### config.mk
export PLATFORM = sky130hd
export DESIGN_NAME = aidc_lite_cfg_flat
export DESIGN_NICKNAME = d
export VERILOG_FILES = /design/src/rtl/aidc_lite_cfg_if.sv /design/src/rtl/aidc_lite_cfg.sv /design/src/flat_wrapper.sv
export SDC_FILE = /design/constraint.sdc
export NUM_CORES = 1
export LEC_CHECK = 0
export CAP_MARGIN = 20
export CORE_MARGIN = 1
export CORE_UTILIZATION = 54
export DETAILED_ROUTE_END_ITERATION = 6
export GPL_TIMING_DRIVEN = 0
export PLACE_DENSITY_LB_ADDON = 0.12
export SETUP_SLACK_MARGIN = 0.5
export SLEW_MARGIN = 40
export SYNTH_ARGS = -nofsm -noshare
export SYNTH_HDL_FRONTEND = slang
export SYNTH_SLANG_ARGS = --single-unit
export TNS_END_PERCENT = 50
### constraint.sdc
create_clock -name clk -period 4 [get_ports clk]
set_input_delay 0.8 -clock clk [delete_from_list [all_inputs] [get_ports clk]]
set_output_delay 0.8 -clock clk [all_outputs]
set_load 0.05 [all_outputs]
### src/rtl/aidc_lite_cfg_if.sv
// APB slave bus bundle for the AIDC lite job-configuration block.
interface aidc_lite_cfg_if #(
  parameter int ADDR_W = 12
);
  logic              psel;
  logic              penable;
  logic              pwrite;
  logic [ADDR_W-1:0] paddr;
  logic [31:0]       pwdata;
  logic [31:0]       prdata;
  logic              pready;
  logic              pslverr;

  modport master (
    output psel, penable, pwrite, paddr, pwdata,
    input  prdata, pready, pslverr
  );

  modport slave (
    input  psel, penable, pwrite, paddr, pwdata,
    output prdata, pready, pslverr
  );
endinterface

### src/rtl/aidc_lite_cfg.sv
// APB register block that builds a copy-engine job descriptor and tracks its run.
// Optional completion interrupt (INTR register at 0x18, irq_o) enabled by AIDC_LITE_CFG_IRQ_EN.
module aidc_lite_cfg #(
  parameter int ADDR_W = 12
) (
  input  logic           clk,
  input  logic           rst_n,
  aidc_lite_cfg_if.slave apb,
  output logic [31:0]    src_addr_o,
  output logic [31:0]    dst_addr_o,
  output logic [31:0]    len_o,
  output logic           start_o,
  input  logic           done_i,
  output logic           busy_o
`ifdef AIDC_LITE_CFG_IRQ_EN
  ,
  output logic           irq_o
`endif
);

  localparam logic [ADDR_W-1:0] A_SRC    = ADDR_W'(32'h0000_0000);
  localparam logic [ADDR_W-1:0] A_DST    = ADDR_W'(32'h0000_0004);
  localparam logic [ADDR_W-1:0] A_LEN    = ADDR_W'(32'h0000_0008);
  localparam logic [ADDR_W-1:0] A_CMD    = ADDR_W'(32'h0000_000C);
  localparam logic [ADDR_W-1:0] A_STATUS = ADDR_W'(32'h0000_0010);
  localparam logic [ADDR_W-1:0] A_CYCLES = ADDR_W'(32'h0000_0014);
`ifdef AIDC_LITE_CFG_IRQ_EN
  localparam logic [ADDR_W-1:0] A_INTR   = ADDR_W'(32'h0000_0018);
`endif

  typedef enum logic [0:0] {
    ST_IDLE = 1'b0,
    ST_RUN  = 1'b1
  } state_e;

  state_e      state_r;
  state_e      state_nxt_s;
  logic        run_s;
  logic [31:0] src_r;
  logic [31:0] dst_r;
  logic [31:0] len_r;
  logic [31:0] cycles_r;
  logic [31:0] prdata_r;
  logic [31:0] rdata_s;
  logic        done_r;
  logic        start_r;
  logic        wr_acc_s;
  logic        rd_setup_s;
  logic        cfg_sel_s;
  logic        wr_ok_s;
  logic        start_req_s;
  logic        accept_s;
  logic        null_job_s;
  logic        done_ev_s;
`ifdef AIDC_LITE_CFG_IRQ_EN
  logic        intr_en_r;
  logic        intr_pend_r;
`endif

  // FSM state register
  always_ff @(posedge clk or negedge rst_n) begin
    if (!rst_n) begin
      state_r <= ST_IDLE;
    end else begin
      state_r <= state_nxt_s;
    end
  end

  // FSM next-state logic
  always_comb begin
    state_nxt_s = state_r;
    case (state_r)
      ST_IDLE: begin
        if (accept_s) state_nxt_s = ST_RUN;
        else          state_nxt_s = ST_IDLE;
      end
      ST_RUN: begin
        if (done_i) state_nxt_s = ST_IDLE;
        else        state_nxt_s = ST_RUN;
      end
      default: state_nxt_s = ST_IDLE;
    endcase
  end

  // FSM outputs
  always_comb begin
    run_s = 1'b0;
    case (state_r)
      ST_RUN:  run_s = 1'b1;
      ST_IDLE: run_s = 1'b0;
      default: run_s = 1'b0;
    endcase
  end

  // APB phase decode and job-launch qualification; a coinciding done_i still sees RUN here
  always_comb begin
    wr_acc_s    = apb.psel & apb.penable & apb.pwrite;
    rd_setup_s  = apb.psel & ~apb.penable & ~apb.pwrite;
    cfg_sel_s   = (apb.paddr == A_SRC) | (apb.paddr == A_DST) |
                  (apb.paddr == A_LEN) | (apb.paddr == A_CMD);
    wr_ok_s     = wr_acc_s & ~run_s;
    start_req_s = wr_ok_s & (apb.paddr == A_CMD) & apb.pwdata[0];
    accept_s    = start_req_s & (len_r != 32'h0000_0000);
    null_job_s  = start_req_s & (len_r == 32'h0000_0000);
    done_ev_s   = run_s & done_i;
  end

  // Descriptor registers, frozen while a job is in flight
  always_ff @(posedge clk or negedge rst_n) begin
    if (!rst_n) begin
      src_r <= 32'h0000_0000;
      dst_r <= 32'h0000_0000;
      len_r <= 32'h0000_0000;
    end else begin
      if (wr_ok_s && (apb.paddr == A_SRC)) src_r <= apb.pwdata;
      if (wr_ok_s && (apb.paddr == A_DST)) dst_r <= apb.pwdata;
      if (wr_ok_s && (apb.paddr == A_LEN)) len_r <= {apb.pwdata[31:2], 2'b00};
    end
  end

  // Launch pulse, done flag and saturating run-cycle counter
  always_ff @(posedge clk or negedge rst_n) begin
    if (!rst_n) begin
      start_r  <= 1'b0;
      done_r   <= 1'b0;
      cycles_r <= 32'h0000_0000;
    end else begin
      start_r <= accept_s;
      if (accept_s)                     done_r <= 1'b0;
      else if (null_job_s || done_ev_s) done_r <= 1'b1;
      if (accept_s)                                   cycles_r <= 32'h0000_0000;
      else if (run_s && (cycles_r != 32'hFFFF_FFFF))  cycles_r <= cycles_r + 32'd1;
    end
  end

`ifdef AIDC_LITE_CFG_IRQ_EN
  // Interrupt enable and pending; a completion on the same edge beats the W1C clear
  always_ff @(posedge clk or negedge rst_n) begin
    if (!rst_n) begin
      intr_en_r   <= 1'b0;
      intr_pend_r <= 1'b0;
    end else begin
      if (wr_acc_s && (apb.paddr == A_INTR)) intr_en_r <= apb.pwdata[0];
      if (null_job_s || done_ev_s)                                    intr_pend_r <= 1'b1;
      else if (wr_acc_s && (apb.paddr == A_INTR) && apb.pwdata[1])    intr_pend_r <= 1'b0;
    end
  end

  assign irq_o = intr_en_r & intr_pend_r;
`endif

  // Read-data mux; CMD and unmapped addresses read as zero
  always_comb begin
    rdata_s = 32'h0000_0000;
    case (apb.paddr)
      A_SRC:    rdata_s = src_r;
      A_DST:    rdata_s = dst_r;
      A_LEN:    rdata_s = len_r;
      A_STATUS: rdata_s = {30'd0, run_s, done_r};
      A_CYCLES: rdata_s = cycles_r;
`ifdef AIDC_LITE_CFG_IRQ_EN
      A_INTR:   rdata_s = {30'd0, intr_pend_r, intr_en_r};
`endif
      default:  rdata_s = 32'h0000_0000;
    endcase
  end

  // Read data captured in the setup phase so it is stable for the whole access phase
  always_ff @(posedge clk or negedge rst_n) begin
    if (!rst_n) begin
      prdata_r <= 32'h0000_0000;
    end else if (rd_setup_s) begin
      prdata_r <= rdata_s;
    end
  end

  assign apb.prdata  = prdata_r;
  assign apb.pready  = 1'b1;
  assign apb.pslverr = wr_acc_s & cfg_sel_s & run_s;
  assign src_addr_o  = src_r;
  assign dst_addr_o  = dst_r;
  assign len_o       = len_r;
  assign start_o     = start_r;
  assign busy_o      = run_s;

endmodule

### src/flat_wrapper.sv
// flat-port wrapper written by rule: the top's interface ports become plain ports
module aidc_lite_cfg_flat 
#(
  parameter int ADDR_W = 12
)
  (clk, rst_n, src_addr_o, dst_addr_o, len_o, start_o, done_i, busy_o, apb_psel, apb_penable, apb_pwrite, apb_paddr, apb_pwdata, apb_prdata, apb_pready, apb_pslverr);
  aidc_lite_cfg_if #(.ADDR_W(ADDR_W)) apb_i ();
  input  logic clk;
  input  logic rst_n;
  output logic [31:0] src_addr_o;
  output logic [31:0] dst_addr_o;
  output logic [31:0] len_o;
  output logic start_o;
  input  logic done_i;
  output logic busy_o;
  input wire logic [$bits(apb_i.psel)-1:0] apb_psel;
  input wire logic [$bits(apb_i.penable)-1:0] apb_penable;
  input wire logic [$bits(apb_i.pwrite)-1:0] apb_pwrite;
  input wire logic [$bits(apb_i.paddr)-1:0] apb_paddr;
  input wire logic [$bits(apb_i.pwdata)-1:0] apb_pwdata;
  output wire logic [$bits(apb_i.prdata)-1:0] apb_prdata;
  output wire logic [$bits(apb_i.pready)-1:0] apb_pready;
  output wire logic [$bits(apb_i.pslverr)-1:0] apb_pslverr;
  assign apb_i.psel = apb_psel;
  assign apb_i.penable = apb_penable;
  assign apb_i.pwrite = apb_pwrite;
  assign apb_i.paddr = apb_paddr;
  assign apb_i.pwdata = apb_pwdata;
  assign apb_prdata = apb_i.prdata;
  assign apb_pready = apb_i.pready;
  assign apb_pslverr = apb_i.pslverr;
  aidc_lite_cfg #(.ADDR_W(ADDR_W)) u_core (.clk(clk), .rst_n(rst_n), .apb(apb_i), .src_addr_o(src_addr_o), .dst_addr_o(dst_addr_o), .len_o(len_o), .start_o(start_o), .done_i(done_i), .busy_o(busy_o));
endmodule
==> flow_summary.toml <==
[power_and_ir_drop]
total_power_mw = 3.465
peakVddDrop_mv = 0.2641
p_seq_frac = 0.484
clock_power_share = 0.432
p_comb_frac = 0.084
power_density_nw_per_um2 = 331.5
p_int_mw = 2.618
power_switching_mw = 0.8461
p_leak_nw = 4.650
switching_share = 0.2442

[synth]
synthDominantCellAreaShare = 0.5164
ys_seq_area_frac = 0.5164
netlist_area_um2 = 7801
yosysMostFrequentCell = "dfrtp_1"
synth_edf_count = 0
ys.warnings.count = 0
synth_ff_type = "dfrtp_1"
async_reset_ff_frac = 1.000
ys_ff_latch = 161
syn_area_per_cell_um2 = 11.91
synthTopCellsByArea = "dfrtp_1, mux2_2, mux2_4, nor2_1, mux2i_1"
yosysTopAreaCell = "dfrtp_1"
synthCells = 655
ys_types = 54
synthTopCellsByCount = "dfrtp_1, nor2_1, mux2_2"

[floorplan]
start_util = 0.5577
fp.dieW_um = 122.2
die_area_um2 = 14930
rows = 43
die_h_um = 122.2
ioPinCount = 182
core-area_um2 = 13990

[drt]
wirelength_um = 22710
ant_nets = 0
drcViolationCount = 0
wl_per_cell_um = 21.67
dr.pass1.iters = 5
drtIter0Drc = 496
viasPerCell = 6.066
via_count = 6357

[place]
gp_congestion = 0.8758
io_buffer_count = 177
hpwlAfterDp_um = 16580

[sta]
min_period_over_period = 0.8669
slew_headroom = 0.4498
fin_worst_skew_ps = 6.682
rsz0062_at_grt = "no"
finalSetupViolCount = 0
report.final.slew_viol_count = 0
final-hold-violation-count = 0
tightest_slew_ps = 817.8
max_clock_freq_ghz = 0.2884
period_needed_ps = 3468
whs_ps = 195.2

[clock_network]
clkLatencyLatePin_ps = 430
cts_root_buffer = "clkbuf_16"
cts_tree = "yes"
clk_pin_slew_ps = 60
cts_sinks = 161
clk_path_buf_depth = 2
cts_buffers = 17
htree_levels = 4

[finish]
drive_above_1_share = 0.2016
antennaDiodeCount = 0
fin_util = 0.7471
final_net_count = 906
area_growth_pct = 33.97

[setup_path]
cp.arrival_ps = 2670
end_kind = "output pin"
worstSetupPathType = "in2out"
critPathMaxFanout = 2
start_kind = "primary input"
crit_required_ps = 3200

[hold_path]
hold_class = "in2async"

[global_route]
antenna_found_initial = 0
grt.total_usage = 0.3217
grt_max_degree = 77
grt_overflow = 0
grt_pass1_wl_um = 35750
grt_pass1_vias = 6407

[status]
outcome = "finished clean"

[flow_run]
drv_cap = 0
-- sequential cells by signal (all words and copies together) (netlist names) --
signal,count
u_core.apb.prdata,32
u_core.cycles_r,32
u_core.dst_addr_o,32
u_core.src_addr_o,32
u_core.len_o,30
u_core.done_r,1
u_core.start_o,1
u_core.state_r,1
-- cell type report --
cell class | instances | area, µm²
tap | 180 | 225.2
sequential | 161 | 4029
inverter | 5 | 18.77
clock inverter | 9 | 56.30
buffer | 47 | 312.8
clock buffer | 23 | 488.0
multi-input combinational | 443 | 3471
timing repair buffer | 180 | 1851
fill | 940 | 3537
-- final timing paths --
path	slack, ps	startpoint	cells after the start	endpoint
setup / recovery	530	apb_paddr[5]	6	apb_pslverr
hold / removal	200	rst_n	1	u_core.cycles_r[25]
setup reg to reg	1240	u_core.cycles_r[26]	7	u_core.cycles_r[11]
hold reg to reg	520	u_core.apb.prdata[17]	1	u_core.apb.prdata[17]
max in group asynchronous	2850	rst_n	3	u_core.apb.prdata[10]
min in group clk	520	u_core.apb.prdata[17]	1	u_core.apb.prdata[17]
-- power by group through the flow --
| stage | Clock [mW] | Combinational [mW] | Sequential, mW |
|---|---|---|---|
| after floorplan | 0 | 0.143 | 1.70 |
| final | 1.50 | 0.290 | 1.68 |
| after global placement | 0 | 0.271 | 1.71 |
| after global routing | 1.58 | 0.317 | 1.68 |
| after detailed placement | 0 | 0.288 | 1.71 |
| after CTS | 1.51 | 0.289 | 1.68 |
-- worst max-delay path, cell delays in order --
cell             delay (ps)
clkdlybuf4s50_1         420
or3_1                   370
or4_4                   440
buf_8                   140
nor4_4                  280
buf_6                   210
-- cell usage in the layout, fill, tap and decap left out, types with 3 or more instances in the layout --
cell / instances
dlymetal6s2s_1: 5
o21ai_0: 7
nand3_1: 15
or3_1: 7
a311oi_1: 5
clkbuf_16: 17
a221o_1: 12
nand2_1: 14
nor2_1: 84
nand4b_1: 3
nor4_1: 16
nand4_1: 15
a21oi_1: 44
clkbuf_1: 25
mux2i_1: 31
conb_1: 3
and4_1: 6
xnor2_1: 15
mux2_1: 7
clkdlybuf4s50_1: 171
mux2_4: 30
a31oi_1: 5
clkinvlp_4: 3
inv_1: 5
clkbuf_8: 4
and3_1: 4
buf_6: 14
clkinv_2: 5
or4_1: 3
buf_4: 5
mux2_2: 58
and2_1: 3
nor3_1: 8
dfrtp_1: 161
a221o_2: 18
-- routing by layer --
layer  vias up  wire length (µm)  track usage  part of all wire
li1       2811                 -            -                 -
met1      3186              9815       0.4476              0.43
met2       311             10720       0.4951              0.47
met3        49              1453      0.05993             0.064
met4         0               713       0.1341             0.031
met5         -                 0            0                 0
-- repair_timing --
item	4_1_cts	5_1_grt
resized for setup	8	4
pin swaps	1	3
setup buffers	1	0
endpoints found under the setup margin	1	1
hold buffers	0	0
-- kinds of logic (layout without fill, tap and decap cells) --
kind of cell / count (synthesis) / after routing / share of synthesized area
DFF: 161 / 161 / 0.5164
buffers and inverters: 52 / 264 / 0.04186
AOI/OAI and AO/OA: 100 / 100 / 0.09350
xor gates and xnor gates: 16 / 16 / 0.01796
adders and majority gates: 1 / 1 / 0.001604
other: 2 / 3 / 0.0009627
muxes: 128 / 128 / 0.1971
and+or+nand+nor: 195 / 195 / 0.1306
-- per-stage QoR --
step | setup slack, ps | cell area, µm² | setup TNS [ps] | cells
floorplan | 711.6 | 7820 | 0 | 656
global placement | -4177 | 9817 | -670560 | 1013
detailed placement | -228.6 | 9884 | -228.6 | 1015
CTS | 510.5 | 10440 | 0 | 1048
global route | 516.6 | 10450 | 0 | 1048
finish | 532.3 | 10450 | 0 | 1048
(Power assumes the default switching activity.)
